[src/rtl/text_console_ctrl_if.sv]
// CPU-side I/O register bus for the text console sequencer.
// The CPU drives address/data/strobes; the console returns registered read data.
interface text_console_ctrl_if;
    logic [7:0]  din;
    logic [11:0] address;
    logic        io_w_en;
    logic        io_r_en;
    logic [7:0]  dout;

    modport master (output din, address, io_w_en, io_r_en, input dout);
    modport slave  (input din, address, io_w_en, io_r_en, output dout);
endinterface

[src/rtl/text_console_ctrl.sv]
// Terminal-style write sequencer for the GPU text RAM: cursor tracking,
// CR/LF/backspace handling, hardware scroll and full-screen clear.
module text_console_ctrl #(
    parameter int          COLS  = 80,
    parameter int          ROWS  = 30,
    parameter logic [7:0]  BLANK = 8'h20,
    parameter logic [11:0] BASE  = 12'h081
) (
    input  logic                clk,
    input  logic                rst_n,
    text_console_ctrl_if.slave  io,
    output logic [11:0]         ram_w_addr,
    output logic [7:0]          ram_din,
    output logic                ram_w_en,
    output logic [11:0]         ram_r_addr,
    output logic                ram_r_en,
    input  logic [7:0]          ram_dout,
    output logic                busy
);

    localparam logic [11:0] COLS_W    = 12'(COLS);
    localparam logic [11:0] ROWS_W    = 12'(ROWS);
    localparam logic [11:0] TOTAL     = 12'(COLS * ROWS);
    localparam logic [11:0] COPY_N    = 12'((ROWS - 1) * COLS);
    localparam logic [11:0] ADDR_DATA = BASE;
    localparam logic [11:0] ADDR_CTRL = BASE + 12'd1;
    localparam logic [11:0] ADDR_COL  = BASE + 12'd2;
    localparam logic [11:0] ADDR_ROW  = BASE + 12'd3;

    typedef enum logic [2:0] {IDLE, PUT, SCROLL, SCROLL_CLR, CLEAR} state_t;

    state_t      state_reg, state_next;
    logic [11:0] col_reg, col_next;
    logic [11:0] row_reg, row_next;
    logic [11:0] cnt_reg, cnt_next;
    logic        scroll_pend_reg, scroll_pend_next;
    logic        overrun_reg, overrun_next;
    logic        w_en_reg, w_en_next;
    logic [11:0] w_addr_reg, w_addr_next;
    logic [7:0]  din_reg, din_next;
    logic        r_en_reg, r_en_next;
    logic [11:0] r_addr_reg, r_addr_next;
    logic        copy_reg, copy_next;
    logic [7:0]  dout_reg, dout_next;

    logic idle;
    logic wr_data, wr_ctrl, wr_col, wr_row;
    logic start_scroll;
    logic [7:0] ch;

    assign idle    = (state_reg == IDLE);
    assign ch      = io.din;
    assign wr_data = io.io_w_en && (io.address == ADDR_DATA);
    assign wr_ctrl = io.io_w_en && (io.address == ADDR_CTRL);
    assign wr_col  = io.io_w_en && (io.address == ADDR_COL);
    assign wr_row  = io.io_w_en && (io.address == ADDR_ROW);

    always_comb begin
        state_next       = state_reg;
        col_next         = col_reg;
        row_next         = row_reg;
        cnt_next         = cnt_reg;
        scroll_pend_next = scroll_pend_reg;
        overrun_next     = overrun_reg;
        w_en_next        = 1'b0;
        w_addr_next      = w_addr_reg;
        din_next         = din_reg;
        r_en_next        = 1'b0;
        r_addr_next      = r_addr_reg;
        copy_next        = 1'b0;
        dout_next        = dout_reg;
        start_scroll     = 1'b0;

        // Reads always observe the pre-write register values.
        if (io.io_r_en) begin
            if (io.address == ADDR_DATA)      dout_next = 8'h00;
            else if (io.address == ADDR_CTRL) dout_next = {6'b0, overrun_reg, !idle};
            else if (io.address == ADDR_COL)  dout_next = col_reg[7:0];
            else if (io.address == ADDR_ROW)  dout_next = row_reg[7:0];
        end

        // Clear first so a simultaneous set wins.
        if (wr_ctrl && io.din[1])
            overrun_next = 1'b0;
        if (!idle && (wr_data || wr_col || wr_row || (wr_ctrl && io.din[0])))
            overrun_next = 1'b1;

        unique case (state_reg)
            IDLE: begin
                if (wr_data) begin
                    if (ch >= 8'h20 && ch <= 8'h7E) begin
                        state_next  = PUT;
                        w_en_next   = 1'b1;
                        w_addr_next = row_reg * COLS_W + col_reg;
                        din_next    = ch;
                        if (col_reg == COLS_W - 12'd1) begin
                            col_next = 12'd0;
                            if (row_reg == ROWS_W - 12'd1) scroll_pend_next = 1'b1;
                            else                           row_next = row_reg + 12'd1;
                        end else begin
                            col_next = col_reg + 12'd1;
                        end
                    end else if (ch == 8'h0D) begin
                        col_next = 12'd0;
                    end else if (ch == 8'h0A) begin
                        col_next = 12'd0;
                        if (row_reg == ROWS_W - 12'd1) start_scroll = 1'b1;
                        else                           row_next = row_reg + 12'd1;
                    end else if (ch == 8'h08) begin
                        if (col_reg != 12'd0) begin
                            col_next = col_reg - 12'd1;
                        end else if (row_reg != 12'd0) begin
                            col_next = COLS_W - 12'd1;
                            row_next = row_reg - 12'd1;
                        end
                    end
                end else if (wr_ctrl && io.din[0]) begin
                    state_next  = CLEAR;
                    w_en_next   = 1'b1;
                    w_addr_next = 12'd0;
                    din_next    = BLANK;
                end else if (wr_col) begin
                    col_next = ({4'b0, io.din} > COLS_W - 12'd1) ? COLS_W - 12'd1 : {4'b0, io.din};
                end else if (wr_row) begin
                    row_next = ({4'b0, io.din} > ROWS_W - 12'd1) ? ROWS_W - 12'd1 : {4'b0, io.din};
                end
            end
            PUT: begin
                if (scroll_pend_reg) begin
                    scroll_pend_next = 1'b0;
                    start_scroll     = 1'b1;
                end else begin
                    state_next = IDLE;
                end
            end
            SCROLL: begin
                // cnt_reg counts reads issued; the write trails its read by one cycle.
                if (cnt_reg == COPY_N) begin
                    state_next  = SCROLL_CLR;
                    w_en_next   = 1'b1;
                    w_addr_next = COPY_N;
                    din_next    = BLANK;
                end else begin
                    cnt_next    = cnt_reg + 12'd1;
                    r_en_next   = (cnt_reg + 12'd1) < COPY_N;
                    r_addr_next = COLS_W + cnt_reg + 12'd1;
                    w_en_next   = 1'b1;
                    w_addr_next = cnt_reg;
                    copy_next   = 1'b1;
                end
            end
            SCROLL_CLR, CLEAR: begin
                if (w_addr_reg == TOTAL - 12'd1) begin
                    state_next = IDLE;
                    if (state_reg == CLEAR) begin
                        col_next = 12'd0;
                        row_next = 12'd0;
                    end
                end else begin
                    w_en_next   = 1'b1;
                    w_addr_next = w_addr_reg + 12'd1;
                end
            end
            default: state_next = IDLE;
        endcase

        if (start_scroll) begin
            state_next  = SCROLL;
            cnt_next    = 12'd0;
            r_en_next   = (COPY_N != 12'd0);
            r_addr_next = COLS_W;
        end
    end

    always_ff @(posedge clk) begin
        if (!rst_n) begin
            state_reg       <= IDLE;
            col_reg         <= 12'd0;
            row_reg         <= 12'd0;
            cnt_reg         <= 12'd0;
            scroll_pend_reg <= 1'b0;
            overrun_reg     <= 1'b0;
            w_en_reg        <= 1'b0;
            w_addr_reg      <= 12'd0;
            din_reg         <= 8'h00;
            r_en_reg        <= 1'b0;
            r_addr_reg      <= 12'd0;
            copy_reg        <= 1'b0;
            dout_reg        <= 8'h00;
        end else begin
            state_reg       <= state_next;
            col_reg         <= col_next;
            row_reg         <= row_next;
            cnt_reg         <= cnt_next;
            scroll_pend_reg <= scroll_pend_next;
            overrun_reg     <= overrun_next;
            w_en_reg        <= w_en_next;
            w_addr_reg      <= w_addr_next;
            din_reg         <= din_next;
            r_en_reg        <= r_en_next;
            r_addr_reg      <= r_addr_next;
            copy_reg        <= copy_next;
            dout_reg        <= dout_next;
        end
    end

    // Copy writes forward the read data straight from the RAM's output register.
    assign ram_din    = copy_reg ? ram_dout : din_reg;
    assign ram_w_en   = w_en_reg;
    assign ram_w_addr = w_addr_reg;
    assign ram_r_en   = r_en_reg;
    assign ram_r_addr = r_addr_reg;
    assign busy       = !idle;
    assign io.dout    = dout_reg;

endmodule
[src/flat_wrapper.sv]
// flat-port wrapper written by rule: the top's interface ports become plain ports
module text_console_ctrl_flat 
#(
    parameter int          COLS  = 80,
    parameter int          ROWS  = 30,
    parameter logic [7:0]  BLANK = 8'h20,
    parameter logic [11:0] BASE  = 12'h081
)
  (clk, rst_n, ram_w_addr, ram_din, ram_w_en, ram_r_addr, ram_r_en, ram_dout, busy, io_din, io_address, io_io_w_en, io_io_r_en, io_dout);
  text_console_ctrl_if io_i ();
  input  logic clk;
  input  logic rst_n;
  output logic [11:0] ram_w_addr;
  output logic [7:0] ram_din;
  output logic ram_w_en;
  output logic [11:0] ram_r_addr;
  output logic ram_r_en;
  input  logic [7:0] ram_dout;
  output logic busy;
  input wire logic [$bits(io_i.din)-1:0] io_din;
  input wire logic [$bits(io_i.address)-1:0] io_address;
  input wire logic [$bits(io_i.io_w_en)-1:0] io_io_w_en;
  input wire logic [$bits(io_i.io_r_en)-1:0] io_io_r_en;
  output wire logic [$bits(io_i.dout)-1:0] io_dout;
  assign io_i.din = io_din;
  assign io_i.address = io_address;
  assign io_i.io_w_en = io_io_w_en;
  assign io_i.io_r_en = io_io_r_en;
  assign io_dout = io_i.dout;
  text_console_ctrl #(.COLS(COLS), .ROWS(ROWS), .BLANK(BLANK), .BASE(BASE)) u_core (.clk(clk), .rst_n(rst_n), .io(io_i), .ram_w_addr(ram_w_addr), .ram_din(ram_din), .ram_w_en(ram_w_en), .ram_r_addr(ram_r_addr), .ram_r_en(ram_r_en), .ram_dout(ram_dout), .busy(busy));
endmodule
[config.mk]
export PLATFORM = sky130hd
export DESIGN_NAME = text_console_ctrl_flat
export DESIGN_NICKNAME = d
export VERILOG_FILES = /design/src/rtl/text_console_ctrl_if.sv /design/src/rtl/text_console_ctrl.sv /design/src/flat_wrapper.sv
export SDC_FILE = /design/constraint.sdc
export NUM_CORES = 1
export LEC_CHECK = 0
export ABC_AREA = 1
export BUFFER_PORTS_ARGS = -buffer_cell sky130_fd_sc_hd__buf_2
export CORE_UTILIZATION = 55
export CTS_BUF_LIST = sky130_fd_sc_hd__clkbuf_4 sky130_fd_sc_hd__clkbuf_8
export DETAILED_ROUTE_END_ITERATION = 16
export PLACE_DENSITY = 0.71
export SETUP_SLACK_MARGIN = 0.05
export SLEW_MARGIN = 20
export SYNTH_ARGS = -nofsm -noshare
export SYNTH_HDL_FRONTEND = slang
export SYNTH_SLANG_ARGS = --single-unit
[constraint.sdc]
create_clock -name clk -period 4.96 [get_ports clk]
set_input_delay 1.488 -clock clk [delete_from_list [all_inputs] [get_ports clk]]
set_output_delay 1.488 -clock clk [all_outputs]
set_load 0.02 [all_outputs]
; Word level (Yosys, flattened, before mapping)
; Index checks and enable logic that the tools add are counted.
[word_totals]
register_bits = 84
in_bits = 32
[op_classes]
addsub = 9
n_mul = 1
magnitude_cmp = 5
eq_ne = 43
muxes = 78
bitwise_logic = 2
reduce_logical = 35
[ops]
columns = operator, count
row1 = $mux 12, 29
row2 = $mux 8, 11
row3 = $add 12x1->12 const B, 5
row4 = $eq 12x8->1 const B, 4
row5 = $pmux 12 s2, 2
row6 = $pmux 12 s3, 1
row7 = $eq 12x12->1 const B, 2
row8 = $eq 8x4->1 const B, 3
row9 = $reduce_bool 12->1, 2
row10 = $sub 12x1->12 const B, 2
row11 = $mux 7, 3
row12 = $ne 3x3->1 const B, 7
row13 = $mux 1, 20
row14 = $mux 3, 6
row15 = $ne 4x4->1 const B, 4
row16 = $pmux 8 s2, 1
row17 = $ne 5x5->1 const B, 3
row18 = $reduce_and 5->1, 3
row19 = $add 12x12->12, 1
row20 = $add 7x12->12 const A, 1
row21 = $eq 12x5->1 const B, 1
row22 = $eq 12x7->1 const B, 1
row23 = $lt 12x12->1 const B, 1
row24 = $mul 12x3->8 const B, 1
row25 = other kinds (29), 59

; Logic depth before layout (Yosys ltp)
[logic_depth]
word_depth = 9
depth_mapped = 15
ltp_nobuf = 15

; Least setup slack after synthesis
; OpenSTA, ideal clock, no wires.
[synth_timing]
path_type = input port to output port
from = input ram_dout[0]
to = output ram_din[0]
t_arrival_ns = 1.793
path_slack_ns = 1.679
path_stages = 1
path_buffers = 0
path_cell_list = mux2_2
[synth_via]
elab_chain_cells = 1
[synth_rtl]
columns = item, line_no
row1 = start: declaration, flat_wrapper.sv:18  ; input logic [7:0] ram_dout;
row2 = $mux 8, text_console_ctrl.sv:208  ; assign ram_din = copy_reg ? ram_dout : din_reg;
row3 = end: declaration, flat_wrapper.sv:14  ; output logic [7:0] ram_din;
; No other way between the ends.

; Worst setup path after layout
[layout_timing]
from = input io_address[11]
to = register u_core.row_reg[4]
[layout_via]
elab_chain_cells = 5
[layout_rtl]
columns = item, line_no
row1 = start: declaration, flat_wrapper.sv:21  ; input wire logic [$bits(io_i.address)-1:0] io_address;
row2 = $eq 12x8->1, text_console_ctrl.sv:54  ; assign wr_ctrl = io.io_w_en && (io.address == ADDR_CTRL);
row3 = $logic_and 1x1->1, text_console_ctrl.sv:54
row4 = $logic_and 1x1->1, text_console_ctrl.sv:117  ; end else if (wr_ctrl && io.din[0]) begin
row5 = $ne 3x3->1 (no source line), -
row6 = $reduce_and 11->1 (no source line), -
row7 = end signal: assignment, text_console_ctrl.sv:193  ; row_reg <= row_next;
row8 = end: declaration, text_console_ctrl.sv:34  ; logic [11:0] row_reg, row_next;
; Several ways; a longest one is shown, not always the timed one.
; A chain may end at the register's enable or synchronous reset.

==> metrics.yaml <==
route:
  wl_per_cell_um: 15.28
  routed_via_density: 5.484
  wl_mm: 20.92
  first_pass_iters: 7
  drt_iter0_markers: 856
  drc_errors: 0
  vias: 7507
  drtAntennaViolNets: 0
cts:
  hold_buffers: 0
  post_cts_buffers: 0
  cts_made_buffers: 9
  ctsResizeCount: 0
  cts_root_buf: "clkbuf_8"
  cts_buffer_depth: 2
  clk_latency_ns: 0.39
  tritoncts: "done"
  clk_pin_slew_worst_paths_ns: 0.09
  cts_num_sinks: 80
  cts_max_level: 3
timing:
  hold_violations: 0
  drv_slew: 0
  final.period_utilization: 0.7131
  setup_viol: 0
  worst_pin_slew_ns: 1.024
  slew_headroom: 0.3165
  rsz0062_at_grt: "false"
  finalSetupTns_ns: 0
  fin_skew_ns: 0.01530
  whs_ns: 0.4510
  max_freq_mhz: 282.7
  fin_crit_ns: 3.537
power_and_ir_drop:
  swShare: 0.4659
  p_int_mw: 1.461
  power.share.combinational: 0.476
  powerDensity_nw_per_um2: 367.2
  clkPwrFrac: 0.212
  p_leak_nw: 3.607
  seq_power_share: 0.312
  ir_worst_vdd_v: 0.0001397
  p_sw_mw: 1.275
yosys:
  ys_async_sr_fraction: 0
  yosysWarnings: 0
  syn_area_um2: 6857
  synth_cell_types: 46
  postSynthCellCount: 1150
  synth-seq-cells: 80
  seq_area_frac_synth: 0.2336
  synth.avg_cell_area_um2: 5.962
  syn-num-nets: 1210
  synth-edff-count: 0
  ys.flop_type: "dfxtp_1"
final_layout:
  nNetsFinal: 1256
  utilization: 0.6177
  fin_cells: 1369
  n_antenna_cell: 0
  syn_to_final_growth_pct: 8.668
  drive_gt1_frac: 0.1232
flow_run:
  maxCapViolations: 0
min_path:
  hp-start: "u_core.din_reg[7]"
  hp-class: "flop to flop"
placement:
  placed_cells: 1353
  dpl.hpwl_mm: 15.86
  port-buffer-count: 74
  gp_congestion: 1.021
worst_setup_path:
  crit_type: "input port to flop"
  r2r_start: "u_core.row_reg[3]"
  crit_required_ns: 5.24
  path_max_fanout: 16
  crit_path_end_kind: "flop"
  cp-start-kind: "input port"
  cp-startpoint: "io_address[11]"
  arrival_ns: 3.82
floorplan:
  io-pin-count: 75
  die_w_um: 113.7
  core_um2: 12060
  die_h_um: 113.7
  start_util: 0.5685
  rows: 40
  die_area_um2: 12920
global_routing:
  grt_pass1_vias: 6561
  antenna_found_initial: 0
  grtUsageTotal: 0.3304
  grt_pass1_wl_mm: 33.53
  grt_max_degree: 39
  grt_remaining_overflow: 0
run_status:
  outcome: "finished, final reports clean"
## worst max-delay path, stage by stage
cell and delay, ns:
buf_2 0.10, nor2_1 0.09, nand2_1 0.10, nor2_4 0.31
nand3_2 0.38, inv_2 0.24, nand2_1 0.09, nand3_1 0.15
nand4_1 0.52, nor2_1 0.27, nor2_1 0.07
## power groups by stage
stage,clock network (mW),logic [mW],registers [mW]
after global routing,0.601,1.45,0.864
final,0.580,1.30,0.855
after CTS,0.584,1.28,0.849
after global placement,0,1.27,0.867
after detailed placement,0,1.27,0.864
after floorplan,0,1.01,0.818
## cell usage in the layout (no fill, tap or decap), types with 20 or more instances in the layout
cell type,synthesis,final
a21oi_1,55,55
buf_2,22,74
dfxtp_1,80,80
ha_1,26,26
inv_1,117,117
nand2_1,292,292
nand3_1,96,96
nand4_1,20,20
nor2_1,194,194
nor3_1,23,23
o21ai_0,78,78
xor2_1,27,27
## layer usage
metal / track usage / share of wire / wire (um)
met1: 0.4712 / 0.46 / 9669
met2: 0.5049 / 0.43 / 8906
met3: 0.04570 / 0.090 / 1879
met4: 0.1219 / 0.022 / 463
met5: 0 / 0 / 0
## path summary, 6_finish.rpt
| check | endpoint | slack, ns | depth (start not counted) |
|---|---|---|---|
| hold / removal | u_core.din_reg[7] | 0.45 | 2 |
| hold reg to reg | u_core.din_reg[7] | 0.45 | 2 |
| setup / recovery | u_core.row_reg[4] | 1.42 | 11 |
| setup reg to reg | u_core.ram_w_addr[10] | 1.80 | 14 |
## layout make-up
class	count	area (um2)
clock buffer	12	152.6
fill	1255	4611
tap	168	210.2
inverter	127	476.7
clock inverter	4	76.32
sequential	80	1602
multi-input combinational	899	4526
timing repair buffer	79	407.9
## Yosys cell counts, types with 2 or more instances
library cell | instances | area [um2]
a21oi_1 | 55 | 275.3
a21oi_2 | 2 | 17.52
a21oi_4 | 2 | 32.53
a22oi_1 | 2 | 15.01
a31oi_1 | 5 | 31.28
a32oi_1 | 2 | 17.52
and2_1 | 2 | 12.51
buf_2 | 22 | 110.1
buf_4 | 6 | 45.04
buf_6 | 5 | 56.30
clkbuf_1 | 11 | 41.29
dfxtp_1 | 80 | 1602
fa_1 | 2 | 40.04
ha_1 | 26 | 325.3
inv_1 | 117 | 439.2
inv_2 | 9 | 33.78
mux2_2 | 7 | 78.83
nand2_1 | 292 | 1096
nand2_2 | 8 | 50.05
nand3_1 | 96 | 480.5
nand3_2 | 2 | 20.02
nand4_1 | 20 | 125.1
nand4_2 | 3 | 37.54
nor2_1 | 194 | 728.2
nor2_2 | 9 | 56.30
nor2_4 | 4 | 45.04
nor3_1 | 23 | 115.1
nor3_2 | 2 | 20.02
o211ai_1 | 4 | 30.03
o21a_1 | 6 | 45.04
o21ai_0 | 78 | 390.4
o21ai_1 | 2 | 10.01
o22ai_1 | 3 | 18.77
o31ai_1 | 6 | 45.04
or2_2 | 2 | 12.51
xnor2_1 | 5 | 43.79
xor2_1 | 27 | 236.5
## per-stage QoR
step	area (um2)	setup WS, ns	total power [mW]
finish	7451	1.423	2.736
global route	7451	1.131	2.917
CTS	7451	1.478	2.715
detailed placement	7222	1.127	2.136
global placement	7222	1.197	2.137
floorplan	6857	1.679	1.828
## cells by family (layout without fill, tap and decap cells)
logic type | Yosys count | after routing | share of synthesized area
simple gates | 662 | 662 | 0.4153
fa+ha+maj | 28 | 28 | 0.05328
compound gates | 170 | 170 | 0.1391
flops | 80 | 80 | 0.2336
mux | 7 | 7 | 0.01150
xor+xnor | 32 | 32 | 0.04088
buf+inv | 171 | 222 | 0.1064
Note: power is estimated with default switching activity, not from simulation.
